File: config.mk
export PLATFORM = sky130hd
export DESIGN_NAME = vga_timing_ctrl_flat
export DESIGN_NICKNAME = d
export VERILOG_FILES = /design/src/rtl/vga_timing_pkg.sv /design/src/rtl/vga_timing_ctrl_if.sv /design/src/rtl/vga_axis_counter.sv /design/src/rtl/vga_timing_ctrl.sv /design/src/flat_wrapper.sv
export SDC_FILE = /design/constraint.sdc
export NUM_CORES = 1
export LEC_CHECK = 0
export BUFFER_PORTS_ARGS = -buffer_cell sky130_fd_sc_hd__buf_2
export CAP_MARGIN = 0
export CORE_MARGIN = 10
export CORE_UTILIZATION = 40
export CTS_BUF_LIST = sky130_fd_sc_hd__clkbuf_4
export CTS_CLUSTER_SIZE = 30
export DETAILED_ROUTE_END_ITERATION = 6
export PLACE_DENSITY = 0.72
export SLEW_MARGIN = 20
export SYNTH_ARGS = -nofsm -noshare
export SYNTH_HDL_FRONTEND = slang
export SYNTH_SLANG_ARGS = --single-unit
File: constraint.sdc
create_clock -name clk -period 2.8 [get_ports clk]
set_clock_uncertainty 0.1 [all_clocks]
set_input_delay 0.42 -clock clk [delete_from_list [all_inputs] [get_ports clk]]
set_output_delay 0.42 -clock clk [all_outputs]
set_load 0.01 [all_outputs]
File: src/rtl/vga_timing_pkg.sv
// Shared constants for the VGA timing controller.
// - Default 640x480@60 timing set and the derived line/frame totals.
// - Sync polarity encodings.
// - POS_W: width of the hpos/vpos position buses.
package vga_timing_pkg;

    localparam int POS_W = 10;

    localparam bit SYNC_ACT_LOW  = 1'b0;
    localparam bit SYNC_ACT_HIGH = 1'b1;

    localparam int DEF_H_ACTIVE = 640;
    localparam int DEF_H_FP     = 16;
    localparam int DEF_H_SYNC   = 96;
    localparam int DEF_H_BP     = 48;
    localparam int DEF_V_ACTIVE = 480;
    localparam int DEF_V_FP     = 10;
    localparam int DEF_V_SYNC   = 2;
    localparam int DEF_V_BP     = 33;

    localparam int H_TOTAL = DEF_H_ACTIVE + DEF_H_FP + DEF_H_SYNC + DEF_H_BP;
    localparam int V_TOTAL = DEF_V_ACTIVE + DEF_V_FP + DEF_V_SYNC + DEF_V_BP;

endpackage

File: src/rtl/vga_timing_ctrl_if.sv
// Video timing bundle between the timing controller and its consumers.
// - master: driven by vga_timing_ctrl.
// - slave : renderer / sync pin side.
// Signals: pix_ce, hpos, vpos, hsync, vsync, display_on, line_start,
//          frame_start, frame[FRAME_W].
interface vga_timing_ctrl_if #(
    parameter int FRAME_W = 8
);
    import vga_timing_pkg::*;

    logic               pix_ce;
    logic [POS_W-1:0]   hpos;
    logic [POS_W-1:0]   vpos;
    logic               hsync;
    logic               vsync;
    logic               display_on;
    logic               line_start;
    logic               frame_start;
    logic [FRAME_W-1:0] frame;

    modport master (
        output pix_ce, hpos, vpos, hsync, vsync, display_on,
               line_start, frame_start, frame
    );

    modport slave (
        input  pix_ce, hpos, vpos, hsync, vsync, display_on,
               line_start, frame_start, frame
    );

endinterface

File: src/rtl/vga_axis_counter.sv
// One timing axis (horizontal or vertical): position counter plus its
// registered sync/active decodes.
// Ports:
// - clk, rst : clock, synchronous active-high reset
// - ce       : pixel tick; decodes are reloaded on every tick
// - adv      : advance the count this tick (only meaningful with ce)
// - count    : current position, 0..TOTAL-1
// - wrap     : count is at TOTAL-1 (combinational, for cascading)
// - sync     : SYNC_POL while count is inside the sync window
// - active   : count is inside the visible region
module vga_axis_counter
    import vga_timing_pkg::*;
#(
    parameter int ACTIVE   = DEF_H_ACTIVE,
    parameter int FP       = DEF_H_FP,
    parameter int SYNC     = DEF_H_SYNC,
    parameter int BP       = DEF_H_BP,
    parameter bit SYNC_POL = SYNC_ACT_LOW
) (
    input  logic             clk,
    input  logic             rst,
    input  logic             ce,
    input  logic             adv,
    output logic [POS_W-1:0] count,
    output logic             wrap,
    output logic             sync,
    output logic             active
);

    localparam int TOTAL    = ACTIVE + FP + SYNC + BP;
    localparam int SYNC_BEG = ACTIVE + FP;
    localparam int SYNC_END = ACTIVE + FP + SYNC;

    logic [POS_W-1:0] cnt_nxt;
    logic             in_sync;

    assign wrap = (count == POS_W'(TOTAL - 1));

    always_comb begin
        cnt_nxt = count;
        if (adv)
            cnt_nxt = wrap ? '0 : count + POS_W'(1);
    end

    // Decodes are taken from the next count so they line up with the
    // position they describe at the ports.
    assign in_sync = (cnt_nxt >= POS_W'(SYNC_BEG)) && (cnt_nxt < POS_W'(SYNC_END));

    always_ff @(posedge clk) begin
        if (rst) begin
            count  <= '0;
            sync   <= ~SYNC_POL;
            active <= 1'b0;
        end else if (ce) begin
            count  <= cnt_nxt;
            sync   <= in_sync ? SYNC_POL : ~SYNC_POL;
            active <= (cnt_nxt < POS_W'(ACTIVE));
        end
    end

endmodule

File: src/rtl/vga_timing_ctrl.sv
// VGA timing controller: pixel clock-enable, h/v counters, sync, blanking,
// line/frame strobes and a frame counter, all in the board clock domain.
// Ports:
// - clk : board clock
// - rst : synchronous reset, active-high
// - vid : timing bundle (master) - pix_ce, hpos, vpos, hsync, vsync,
//         display_on, line_start, frame_start, frame
module vga_timing_ctrl
    import vga_timing_pkg::*;
#(
    parameter int CLK_DIV  = 2,
    parameter int H_ACTIVE = DEF_H_ACTIVE,
    parameter int H_FP     = DEF_H_FP,
    parameter int H_SYNC   = DEF_H_SYNC,
    parameter int H_BP     = DEF_H_BP,
    parameter int V_ACTIVE = DEF_V_ACTIVE,
    parameter int V_FP     = DEF_V_FP,
    parameter int V_SYNC   = DEF_V_SYNC,
    parameter int V_BP     = DEF_V_BP,
    parameter bit SYNC_POL = SYNC_ACT_LOW,
    parameter int FRAME_W  = 8
) (
    input  logic              clk,
    input  logic              rst,
    vga_timing_ctrl_if.master vid
);

    localparam int DIV_W = (CLK_DIV > 1) ? $clog2(CLK_DIV) : 1;

    logic [DIV_W-1:0]   div_cnt;
    logic               tick;
    logic               started;
    logic               h_adv, v_adv, frame_end;
    logic [POS_W-1:0]   h_count, v_count;
    logic               h_wrap, v_wrap;
    logic               h_sync, v_sync;
    logic               h_active, v_active;
    logic               pix_ce_q, line_q, fstart_q;
    logic [FRAME_W-1:0] frame_q;

    // Divider phase 0 is the pixel tick; reset parks it at 0 so the first
    // clock after release is a tick.
    assign tick = (div_cnt == '0);

    always_ff @(posedge clk) begin
        if (rst)
            div_cnt <= '0;
        else
            div_cnt <= (div_cnt == DIV_W'(CLK_DIV - 1)) ? '0 : div_cnt + DIV_W'(1);
    end

    // The first tick after reset only presents position 0,0; advancing
    // starts with the second tick.
    assign h_adv     = tick & started;
    assign v_adv     = h_adv & h_wrap;
    assign frame_end = v_adv & v_wrap;

    vga_axis_counter #(
        .ACTIVE(H_ACTIVE), .FP(H_FP), .SYNC(H_SYNC), .BP(H_BP), .SYNC_POL(SYNC_POL)
    ) u_h (
        .clk(clk), .rst(rst), .ce(tick), .adv(h_adv),
        .count(h_count), .wrap(h_wrap), .sync(h_sync), .active(h_active)
    );

    vga_axis_counter #(
        .ACTIVE(V_ACTIVE), .FP(V_FP), .SYNC(V_SYNC), .BP(V_BP), .SYNC_POL(SYNC_POL)
    ) u_v (
        .clk(clk), .rst(rst), .ce(tick), .adv(v_adv),
        .count(v_count), .wrap(v_wrap), .sync(v_sync), .active(v_active)
    );

    always_ff @(posedge clk) begin
        if (rst) begin
            started  <= 1'b0;
            pix_ce_q <= 1'b0;
            line_q   <= 1'b0;
            fstart_q <= 1'b0;
            frame_q  <= '0;
        end else begin
            pix_ce_q <= tick;
            line_q   <= tick & (~started | h_wrap);
            fstart_q <= tick & (~started | (h_wrap & v_wrap));
            if (tick)
                started <= 1'b1;
            if (frame_end)
                frame_q <= frame_q + FRAME_W'(1);
        end
    end

    assign vid.pix_ce      = pix_ce_q;
    assign vid.hpos        = h_count;
    assign vid.vpos        = v_count;
    assign vid.hsync       = h_sync;
    assign vid.vsync       = v_sync;
    // Both terms are registered and reset low, so this is glitch-free and
    // holds between ticks.
    assign vid.display_on  = h_active & v_active;
    assign vid.line_start  = line_q;
    assign vid.frame_start = fstart_q;
    assign vid.frame       = frame_q;

endmodule

File: src/flat_wrapper.sv
// flat-port wrapper written by rule: the top's interface ports become plain ports
module vga_timing_ctrl_flat import vga_timing_pkg::*;
#(
    parameter int CLK_DIV  = 2,
    parameter int H_ACTIVE = DEF_H_ACTIVE,
    parameter int H_FP     = DEF_H_FP,
    parameter int H_SYNC   = DEF_H_SYNC,
    parameter int H_BP     = DEF_H_BP,
    parameter int V_ACTIVE = DEF_V_ACTIVE,
    parameter int V_FP     = DEF_V_FP,
    parameter int V_SYNC   = DEF_V_SYNC,
    parameter int V_BP     = DEF_V_BP,
    parameter bit SYNC_POL = SYNC_ACT_LOW,
    parameter int FRAME_W  = 8
)
  (clk, rst, vid_pix_ce, vid_hpos, vid_vpos, vid_hsync, vid_vsync, vid_display_on, vid_line_start, vid_frame_start, vid_frame);
  vga_timing_ctrl_if #(.FRAME_W(FRAME_W)) vid_i ();
  input  logic clk;
  input  logic rst;
  output wire logic [$bits(vid_i.pix_ce)-1:0] vid_pix_ce;
  output wire logic [$bits(vid_i.hpos)-1:0] vid_hpos;
  output wire logic [$bits(vid_i.vpos)-1:0] vid_vpos;
  output wire logic [$bits(vid_i.hsync)-1:0] vid_hsync;
  output wire logic [$bits(vid_i.vsync)-1:0] vid_vsync;
  output wire logic [$bits(vid_i.display_on)-1:0] vid_display_on;
  output wire logic [$bits(vid_i.line_start)-1:0] vid_line_start;
  output wire logic [$bits(vid_i.frame_start)-1:0] vid_frame_start;
  output wire logic [$bits(vid_i.frame)-1:0] vid_frame;
  assign vid_pix_ce = vid_i.pix_ce;
  assign vid_hpos = vid_i.hpos;
  assign vid_vpos = vid_i.vpos;
  assign vid_hsync = vid_i.hsync;
  assign vid_vsync = vid_i.vsync;
  assign vid_display_on = vid_i.display_on;
  assign vid_line_start = vid_i.line_start;
  assign vid_frame_start = vid_i.frame_start;
  assign vid_frame = vid_i.frame;
  vga_timing_ctrl #(.CLK_DIV(CLK_DIV), .H_ACTIVE(H_ACTIVE), .H_FP(H_FP), .H_SYNC(H_SYNC), .H_BP(H_BP), .V_ACTIVE(V_ACTIVE), .V_FP(V_FP), .V_SYNC(V_SYNC), .V_BP(V_BP), .SYNC_POL(SYNC_POL), .FRAME_W(FRAME_W)) u_core (.clk(clk), .rst(rst), .vid(vid_i));
endmodule
==> flow_summary.toml <==
[clock_tree]
worstSkewPairLatency_ps = 330
cts_hold_buf = 0
clk_pin_slew_ps = 110
clock-root-buffer = "clkbuf_4"
cts.path.max_buffers = 2
clock_sinks = 37
cts_setup_buffers = 0
post_cts_resized = 0
numCtsBuffers = 5
cts_htree_levels = 2
cts_tree = "done"

[global_route]
grt_pass1_wl_um = 7780
antenna_found_initial = 0
grt_max_degree = 35
grt_pass1_vias = 1660
grt_overflow_total = 0
grtUsageTotal_pct = 12.1

[final_layout]
drive_gt1_share_pct = 20.5
seqCellArea_sq_um = 741
multi_input_area_sq_um = 1090
diodes = 0
fill_cells = 466
syn_to_final_growth_pct = 14.1
nets = 268
instances_no_fill = 317

[critical_path]
critical_path.top_delay_family = "simple AND/OR/NAND/NOR gates"
cp_max_fo = 17
arrival_ps = 2460
critical_path_required_ps = 2960
worstPathCellList = "ha_1, nand4b_1, nor3_4, o21ai_1, a211o_1, o22ai_1"
cp_num_buf_inv = 0
crit_slowest_cell = "nor3_4"
crit_type = "register to register"
r2r_start = "u_core.u_h.count[0]"
startpoint = "u_core.u_h.count[0]"
cp-end-kind = "register"
cp-start-kind = "register"
critical_path.max_stage_delay_ps = 590

[timing]
rsz0062_at_grt = "false"
setup_viol_count_final = 0
relSlewSlack_pct = 59.9
hold_violations = 0
final_max_slew_viol_count = 0
hold_ws_ps = 390
setup_tns_ps = 0
tightest_slew_ps = 599
finalCritPeriodShare_pct = 81.9
fin_crit_ps = 2290
fmaxAchievable_mhz = 436

[synth]
syn_nets = 235
ys_warn_count = 0
post_synth.cell_area_avg_sq_um = 8.34
syn_inst = 229
yosysUniqueCellTypes = 52
synth_edf_count = 0
seq_area_frac_synth_pct = 38.8
syn_area_sq_um = 1910
synth_seq_cells = 37
synth_ff_type = "dfxtp_1"
async_flop_share_pct = 0

[die]
rows = 25
io_pins = 36
die_w_um = 89.1
die_y_um = 89.1
die-area_sq_um = 7940
initial_core_util_pct = 41.0
placeableCoreArea_sq_um = 4660

[flow_run]
cap_violations = 0

[route]
wl_um = 4510
dr.first_iter.drc_count = 129
vias = 1738
viasPerCell = 5.48
ant_nets = 0
firstDrtPassIters = 5
drc = 0
wl_per_cell_um = 14.2

[pwr]
peakVddDrop_mv = 0.233
powerDensity_nw_per_um2 = 405
power_mw = 0.882
leakage_nw = 0.879

[place]
placedCellCount = 309
gp_congestion = 0.860
port-buffer-count = 35
dpl.hpwl_um = 3320

[min_path]
hp-class = "register to register"
min_from = "u_core.u_h.sync"

[status]
status = "finished, final reports clean"
## layout make-up
class	count	area share (%)
clock buffer	6	2.07
clock inverter	2	0.459
inverter	8	1.38
multi-input combinational	172	49.9
sequential	37	34.0
tap	54	3.10
timing repair buffer	38	9.07
## path summary, 6_finish.rpt
check / slack, ps / cells past startpoint / endpoint
worst max-delay path: 510 / 6 / u_core.u_v.active
worst min-delay path: 390 / 2 / u_core.u_h.sync
worst max register to register: 510 / 6 / u_core.u_v.active
worst min register to register: 390 / 2 / u_core.u_h.sync
## sequential cells by signal, summed over array words and instances (netlist names)
name / cells
u_core.u_h.active: 1
u_core.u_v.sync: 1
u_core.div_cnt: 1
u_core.vid.frame: 8
u_core.u_h.count: 10
u_core.u_h.sync: 1
u_core.started: 1
u_core.vid.line_start: 1
u_core.vid.frame_start: 1
u_core.u_v.count: 10
u_core.u_v.active: 1
u_core.vid.pix_ce: 1
## logic make-up (layout without fill, tap and decap cells)
group / count (synthesis) / count (layout) / share of synthesized area, %
AOI/OAI and AO/OA: 41 / 41 / 14.3
xor gates and xnor gates: 13 / 13 / 5.96
adders and majority gates: 4 / 4 / 2.62
buffers and inverters: 20 / 54 / 4.26
DFF: 37 / 37 / 38.8
muxes: 1 / 1 / 0.524
and+or+nand+nor: 113 / 113 / 33.6
## per-stage QoR
step | utilization [%] | setup WS, ps | cell area (sq um)
finish | 46.8 | 506 | 2180
global route | 46.8 | 241 | 2180
CTS | 46.8 | 472 | 2180
floorplan | - | 763 | 1910
detailed placement | 45.6 | 517 | 2120
global placement | 45.6 | 631 | 2120
## placed cells by master (no fill, tap or decap), types with 2 or more instances in the layout
master    count
o31a_1        2
buf_2        35
clkinv_2      2
a21o_1        2
and3_1        2
nand4b_1      2
nand3_1      12
o211ai_1      2
nand2_1      13
nor3_1        7
nor4_1        6
or3b_1        2
buf_4         3
ha_1          4
nand3b_1      2
o21ai_0       3
xor2_1       10
dfxtp_1      37
and4b_1       2
nor2_1       30
a31oi_1       3
a21oi_1      12
nand4_1       9
and2_1        4
nand2b_1      5
clkbuf_4      6
xnor2_1       3
nor2b_1       2
a211oi_1      4
or2_2         2
or3_1         4
o21ai_1       3
inv_1         7
## power by group
group | switching (mW) | leakage, nW | total (mW) | internal [mW]
Combinational | 0.0333 | 0.542 | 0.0543 | 0.0211
Sequential | 0.00989 | 0.301 | 0.548 | 0.538
Clock | 0.174 | 0.0354 | 0.280 | 0.105
## worst register-to-register path, cell delays in order (launching register included)
cell and delay, ps:
dfxtp_1 420, ha_1 270, nand4b_1 230, nor3_4 590, o21ai_1 180, a211o_1 320, o22ai_1 120
## routing by layer
metal / global-route usage (%) / up-vias / wire [um]
met2: 17.9 / 46 / 1950
met3: 3.65 / 4 / 312
met4: 4.34 / 0 / 40
met5: 0 / - / 0
met1: 16.3 / 796 / 2210
li1: - / 892 / -
## cells in the mapped netlist, types with 3 or more instances
library cell | number | area, sq um
nor2_1 | 30 | 113
ha_1 | 4 | 50.1
a21oi_1 | 12 | 60.1
nand3_1 | 12 | 60.1
nand2b_1 | 5 | 31.3
or3_1 | 4 | 25.0
clkbuf_1 | 7 | 26.3
inv_1 | 7 | 26.3
o21ai_1 | 3 | 15.0
xnor2_1 | 3 | 26.3
nor3_1 | 7 | 35.0
and2_1 | 4 | 25.0
nand2_1 | 13 | 48.8
xor2_1 | 10 | 87.6
a31oi_1 | 3 | 18.8
nand4_1 | 9 | 56.3
a211oi_1 | 4 | 30.0
dfxtp_1 | 37 | 741
nor4_1 | 6 | 37.5
o21ai_0 | 3 | 15.0
buf_2 | 5 | 25.0
Power figures use the tool's default switching activity.
